**config.mk**
```make
export PLATFORM = sky130hd
export DESIGN_NAME = fc_input_packer_flat
export DESIGN_NICKNAME = d
export VERILOG_FILES = /design/src/rtl/fc_input_packer_if.sv /design/src/rtl/fc_input_packer.sv /design/src/flat_wrapper.sv
export SDC_FILE = /design/constraint.sdc
export NUM_CORES = 1
export LEC_CHECK = 0
export ABC_AREA = 1
export CELL_PAD_IN_SITES_DETAIL_PLACEMENT = 1
export CELL_PAD_IN_SITES_GLOBAL_PLACEMENT = 1
export CORE_ASPECT_RATIO = 1.4
export CORE_UTILIZATION = 38
export DETAILED_ROUTE_END_ITERATION = 10
export HOLD_SLACK_MARGIN = 0.1
export PLACE_DENSITY = 0.84
export SYNTH_ARGS = -nofsm -noshare
export SYNTH_HDL_FRONTEND = slang
export SYNTH_SLANG_ARGS = --single-unit
```
**constraint.sdc**
```tcl
create_clock -name clk -period 3.99 [get_ports clk]
set_input_delay 0.9975 -clock clk [delete_from_list [all_inputs] [get_ports clk]]
set_output_delay 0.9975 -clock clk [all_outputs]
set_load 0.01 [all_outputs]
```
**src/rtl/fc_input_packer_if.sv**
```systemverilog
`default_nettype none
// ============================================================================
// Module   : fc_input_packer_if
// Brief    : Stream-in / vector-out bundle for the FC layer input packer.
// Revision : 1.0 - initial release
// ============================================================================
interface fc_input_packer_if #(
  parameter int DATA_WIDTH = 32,
  parameter int N          = 16
);
  logic [DATA_WIDTH-1:0]   s_data;
  logic                    s_valid;
  logic                    s_last;
  logic                    s_ready;
  logic [DATA_WIDTH*N-1:0] o_data;
  logic                    valid_out;
  logic                    frame_err;

  // Packer side: consumes the word stream, produces the assembled vector.
  modport slave (
    input  s_data, s_valid, s_last,
    output s_ready, o_data, valid_out, frame_err
  );

  // Source/sink side: drives the stream, observes the vector.
  modport master (
    output s_data, s_valid, s_last,
    input  s_ready, o_data, valid_out, frame_err
  );
endinterface
`default_nettype wire

```
**src/rtl/fc_input_packer.sv**
```systemverilog
`default_nettype none
// ============================================================================
// Module   : fc_input_packer
// Brief    : Packs N stream words into one wide vector and issues it as a
//            single-cycle valid pulse with a programmable minimum spacing.
// Revision : 1.0 - initial release
// ============================================================================
module fc_input_packer #(
  parameter int DATA_WIDTH = 32,
  parameter int N          = 16,
  parameter int MIN_GAP    = 0
) (
  input  wire logic         clk,
  input  wire logic         rst,
  fc_input_packer_if.slave  bus
);

  localparam int c_IDX_W = (N > 1) ? $clog2(N) : 1;
  localparam int c_GAP_W = (MIN_GAP > 0) ? $clog2(MIN_GAP + 1) : 1;
  localparam logic [c_IDX_W-1:0] c_LAST_IDX = c_IDX_W'(N - 1);
  localparam logic [c_GAP_W-1:0] c_GAP_INIT = c_GAP_W'(MIN_GAP);

  logic [N-1:0][DATA_WIDTH-1:0] r_asm;
  logic [DATA_WIDTH*N-1:0]      r_o_data;
  logic [c_IDX_W-1:0]           r_idx;
  logic [c_GAP_W-1:0]           r_gap;
  logic                         r_asm_full;
  logic                         r_valid_out;
  logic                         r_frame_err;
  logic                         w_accept;
  logic                         w_issue;

  assign w_accept = bus.s_valid & ~r_asm_full;
  assign w_issue  = r_asm_full & (r_gap == '0);

  // The assembly buffer needs no reset: every slot is rewritten before
  // the vector can be issued.
  always_ff @(posedge clk) begin
    if (w_accept) begin
      r_asm[r_idx] <= bus.s_data;
    end
  end

  always_ff @(posedge clk) begin
    if (!rst) begin
      r_o_data    <= '0;
      r_valid_out <= 1'b0;
      r_frame_err <= 1'b0;
      r_idx       <= '0;
      r_asm_full  <= 1'b0;
      r_gap       <= '0;
    end else begin
      if (w_issue) begin
        r_o_data    <= r_asm;
        r_valid_out <= 1'b1;
        r_asm_full  <= 1'b0;
        r_gap       <= c_GAP_INIT;
      end else begin
        r_valid_out <= 1'b0;
        if (r_gap != '0) begin
          r_gap <= r_gap - c_GAP_W'(1);
        end
      end

      // Accept and issue are mutually exclusive: accept needs the buffer
      // empty, issue needs it full.
      if (w_accept) begin
        if (r_idx == c_LAST_IDX) begin
          r_asm_full <= 1'b1;
          r_idx      <= '0;
          if (!bus.s_last) begin
            r_frame_err <= 1'b1;
          end
        end else if (bus.s_last) begin
          // Short frame: the partial vector is abandoned.
          r_idx       <= '0;
          r_frame_err <= 1'b1;
        end else begin
          r_idx <= r_idx + c_IDX_W'(1);
        end
      end
    end
  end

  assign bus.s_ready   = ~r_asm_full;
  assign bus.o_data    = r_o_data;
  assign bus.valid_out = r_valid_out;
  assign bus.frame_err = r_frame_err;

endmodule
`default_nettype wire

```
**src/flat_wrapper.sv**
```systemverilog
// flat-port wrapper written by rule: the top's interface ports become plain ports
module fc_input_packer_flat 
#(
  parameter int DATA_WIDTH = 32,
  parameter int N          = 16,
  parameter int MIN_GAP    = 0
)
  (clk, rst, bus_s_data, bus_s_valid, bus_s_last, bus_s_ready, bus_o_data, bus_valid_out, bus_frame_err);
  fc_input_packer_if #(.DATA_WIDTH(DATA_WIDTH), .N(N)) bus_i ();
  input  wire logic clk;
  input  wire logic rst;
  input wire logic [$bits(bus_i.s_data)-1:0] bus_s_data;
  input wire logic [$bits(bus_i.s_valid)-1:0] bus_s_valid;
  input wire logic [$bits(bus_i.s_last)-1:0] bus_s_last;
  output wire logic [$bits(bus_i.s_ready)-1:0] bus_s_ready;
  output wire logic [$bits(bus_i.o_data)-1:0] bus_o_data;
  output wire logic [$bits(bus_i.valid_out)-1:0] bus_valid_out;
  output wire logic [$bits(bus_i.frame_err)-1:0] bus_frame_err;
  assign bus_i.s_data = bus_s_data;
  assign bus_i.s_valid = bus_s_valid;
  assign bus_i.s_last = bus_s_last;
  assign bus_s_ready = bus_i.s_ready;
  assign bus_o_data = bus_i.o_data;
  assign bus_valid_out = bus_i.valid_out;
  assign bus_frame_err = bus_i.frame_err;
  fc_input_packer #(.DATA_WIDTH(DATA_WIDTH), .N(N), .MIN_GAP(MIN_GAP)) u_core (.clk(clk), .rst(rst), .bus(bus_i));
endmodule
```
==> Word-level counts from Yosys, hierarchy flattened <==
Cells that the tools add are included.
{ "totals": {"ff_bits": 1032, "latchBits": 0, "ramBits": 0, "mem_bits_ro": 0, "input_bits": 36, "wordCells": 49, "n_memories": 0} }
{ "op_classes": {"addsub": 2, "mul": 0, "n_div": 0, "n_lt_le_gt_ge": 2, "eq_ne": 2, "shift": 0, "muxes": 12, "n_bitwise": 5, "reduce_logical": 4} }
{ "op_table": {"columns": ["operator", "count"], "rows": [
  ["$bwmux 512", 1],
  ["$demux 32 s4", 1],
  ["$mux 32", 1],
  ["$mux 4", 2],
  ["$mux 1", 7],
  ["$lt 4x5->1 const B", 1],
  ["$add 4x1->4 const B", 1],
  ["$eq 4x4->1 const B", 1],
  ["$ge 4x1->1 const B", 1],
  ["$not 1->1", 3],
  ["$reduce_and 3->1", 1],
  ["$reduce_or 3->1", 1],
  ["$and 1x1->1", 2],
  ["$ne 2x2->1 const B", 1],
  ["$reduce_bool 2->1", 1],
  ["$logic_and 1x1->1", 1],
  ["$sub 1x1->1 const B", 1]
]} }

==> Logic depth before layout (Yosys ltp) <==
{ "logic_depth": {"word_depth": 5, "depth_mapped": 8, "mapped_depth_nobuf": 7} }

==> Worst setup path after synthesis <==
Ideal clock, no wire load.
{ "synth_path": {"path_type": "input-to-reg", "startpoint": "in bus_s_valid", "endpoint": "reg u_core.r_asm[224] (netlist bit), enable pin", "arrival_time_ns": 3.322, "required_ns": 3.529, "path_slack_ns": 0.206, "path_stages": 2, "path_buffers": 0, "cell_sequence": "nand2_1 nor3_1"} }
{ "synth_via": {"elab_chain_len": 1} }
{ "synth_rtl": {"columns": ["element", "line", "rtl"], "rows": [
  ["start: declaration", "flat_wrapper.sv:13", "input wire logic [$bits(bus_i.s_valid)-1:0] bus_s_valid;"],
  ["$and 1x1->1", "fc_input_packer.sv:33", "assign w_accept = bus.s_valid & ~r_asm_full;"],
  ["end signal: indexed assignment", "fc_input_packer.sv:40", "r_asm[r_idx] <= bus.s_data;"],
  ["end: declaration", "fc_input_packer.sv:23", "logic [N-1:0][DATA_WIDTH-1:0] r_asm;"]
]} }
Every way passes these cells.
A chain may end at the register's enable or synchronous reset.

==> Worst setup path after layout <==
{ "layout_path": {"startpoint": "reg u_core.r_asm_full", "endpoint": "reg u_core.r_o_data[99] (netlist: u_core.bus.o_data[99])"} }
{ "layout_via": {"elab_chain_len": 1} }
{ "layout_rtl": {"columns": ["element", "line", "rtl"], "rows": [
  ["start: declaration", "fc_input_packer.sv:27", "logic r_asm_full;"],
  ["start signal: assignment", "fc_input_packer.sv:50", "r_asm_full <= 1'b0;"],
  ["start signal: assignment", "fc_input_packer.sv:56", "r_asm_full <= 1'b0;"],
  ["start signal: assignment", "fc_input_packer.sv:69", "r_asm_full <= 1'b1;"],
  ["$and 1x1->1", "fc_input_packer.sv:34", "assign w_issue = r_asm_full & (r_gap == '0);"],
  ["end signal: assignment", "fc_input_packer.sv:54", "r_o_data <= r_asm;"],
  ["end: declaration", "fc_input_packer.sv:24", "logic [DATA_WIDTH*N-1:0] r_o_data;"]
]} }
Every way passes these cells.

==> flow_summary.ini <==
[clocking]
clock_latency_ns = 0.68
path_clk_slew_ns = 0.07
ctsHoldBuffers = 0
cts_tree = built
clk_path_buf_depth = 3
cts_resized = 0
clock-sinks = 1032
htreeDepth = 3
cts_buffers = 98
cts-root-buf = clkbuf_16
cts_setup_buffers = 0

[place]
io_buffers = 550
gp_congestion = 0.772
hpwl_um = 67600

[floorplanning]
core.rowCount = 128
coreArea_um2 = 87100
io_pins = 551
dieWidth_um = 253
start_util_pct = 38.4
die_area_um2 = 89300
die_h_um = 353

[drt]
route.detailed.drc = 0
avgViaCountPerCell = 5.18
vias = 23700
final_antenna_net_count = 0
drt_iter0_markers = 2088
wl_per_cell_um = 25.5
totalWireLength_um = 117000
drt_first_pass_iters = 7

[sta]
timing.hold.ws_ns = 0.453
fmax_ghz = 0.365
finalCritPeriodShare_pct = 68.6
fin_crit_ns = 2.74
tightest_slew_ns = 1.25
setup-tns-final_ns = 0
drv_slew = 0
final_hold_viol_count = 0
maxSlewHeadroom_pct = 16.6
fin_skew_ns = 0.0333
setup_viol_count_final = 0
rsz0062_at_grt = false

[grt]
grt_overflow_total = 0
grt_max_degree = 270
grt_pass1_vias = 24800
grt_first_pass_wirelength_um = 167000
track_usage_pct = 25.9
antenna_found_initial = 10

[worst_hold_path]
hold_depth = 2
hold_start = u_core.bus.frame_err
holdPathEnd = u_core.bus.frame_err
hold_class = flip-flop to flip-flop

[finish]
final_nets = 3367
n_fill_cell = 9152
final_cell_mix = nor2_1 (1028), dfxtp_1 (520), clkdlybuf4s50_1 (519), o21ai_0 (514), edfxtp_1 (512)
drive_gt1_share_pct = 7.06
layout_commonest_cell = nor2_1
syn_to_final_growth_pct = 29.3

[power_and_ir_drop]
p_per_area_nw_per_um2 = 490
p_leak_nw = 16.3
worst_ir_drop_vdd_mv = 0.420

[synthesis]
ys_seq_elements = 1032
yosysWarnings = 0
syn_area_um2 = 33500
syn_nets = 2849
syn_inst = 2809
avgSynthCellArea_um2 = 11.9
yosysSeqAreaShare_pct = 77.1
ys_types = 20

[critical_path]
start_kind = flip-flop
crit_arrival_ns = 3.34
regToRegSetupSlack_ns = 1.25
r2r-end = u_core.bus.o_data[99]
reg2reg_from = u_core.r_asm_full
path_class = flip-flop to flip-flop
required_ns = 4.60
rr_worst_depth = 6
endpoint_kind = flip-flop
crit_path_max_fanout = 89

[status]
status = completed

[job]
drv_cap = 0
## synthesized netlist by cell type (all sizes together)
cell type / instances / share of area [%]
nand4: 1 / 0.019
ha: 4 / 0.15
a21oi: 4 / 0.060
nor3: 1 / 0.015
inv: 13 / 0.15
nor2: 1043 / 12
conb: 1 / 0.011
nand2: 21 / 0.24
buf: 125 / 2.3
edfxtp: 512 / 46
nand3: 5 / 0.075
dfxtp: 520 / 31
clkbuf: 45 / 0.50
o21ai: 514 / 7.7
## worst max path at each step
stage	startpoint	to	slack [ns]
floorplan	bus_s_valid	u_core.r_asm[224]	0.21
global placement	bus_s_valid	u_core.r_asm[68]	0.64
detailed placement	bus_s_valid	u_core.r_asm[3]	0.64
CTS	u_core.r_asm_full	bus_s_ready	1.23
global route	u_core.r_asm_full	u_core.bus.o_data[98]	1.08
finish	u_core.r_asm_full	u_core.bus.o_data[99]	1.25
## layout make-up
class / instances / area (um^2) / area share (%)
Sequential cell: 1032 / 25800 / 59.6
Multi-Input combinational cell: 1594 / 6800 / 15.7
Timing Repair Buffer: 588 / 5810 / 13.4
Clock buffer: 144 / 2840 / 6.56
Tap cell: 1170 / 1460 / 3.38
Clock inverter: 42 / 492 / 1.14
Inverter: 13 / 65.1 / 0.150
Antenna cell: 3 / 7.51 / 0.0174
## kinds of logic (layout without fill, tap and decap cells)
logic type	Yosys count	after routing	share of synthesized area, %
simple gates	1071	1071	12.1
flops	1032	1032	77.1
compound gates	518	518	7.75
buf+inv	183	787	2.95
fa+ha+maj	4	4	0.150
other cells	1	4	0.0112
## worst max-delay path, stage by stage, from the launching register on
cell     delay (ns)
dfxtp_1        0.35
inv_2          0.08
nor2_8         0.54
buf_4          0.78
buf_4          0.53
o21ai_0        0.20
nor2_1         0.14
## metrics by stage
| step | instance area, um^2 | power (mW) | std cells | worst slack, ns | util, % |
|---|---|---|---|---|---|
| 3_5_place_dp | 39900 | 11.8 | 4397 | 0.639 | 45.8 |
| 4_1_cts | 43300 | 21.4 | 4583 | 1.23 | 49.6 |
| 3_3_place_gp | 39900 | 11.8 | 4397 | 0.643 | 45.8 |
| 2_1_floorplan | 33500 | 11.5 | 2809 | 0.206 | - |
| 6_report | 43300 | 21.2 | 4586 | 1.25 | 49.7 |
| 5_1_grt | 43300 | 21.8 | 4583 | 1.08 | 49.6 |
## metal layers
| layer | vias up | track usage, % | wire, um |
|---|---|---|---|
| met1 | 11800 | 29.3 | 42800 |
| met3 | 323 | 4.76 | 7450 |
| li1 | 10500 | - | - |
| met2 | 1096 | 44.1 | 58300 |
| met5 | - | 0 | 0 |
| met4 | 0 | 17.8 | 8510 |
## sequential cells by signal, summed over array words and instances, names as in the netlist
register,cells
u_core.bus.o_data,512
u_core.r_asm,512
u_core.r_idx,4
u_core.bus.frame_err,1
u_core.bus.valid_out,1
u_core.r_asm_full,1
u_core.r_gap,1
## report_power, final
group | switching [mW] | internal, mW
Clock | 4.17 | 5.44
Sequential | 0.0158 | 11.2
Combinational | 0.356 | 0.0479
Total | 4.54 | 16.7
Note: power is estimated with default switching activity, not from simulation.
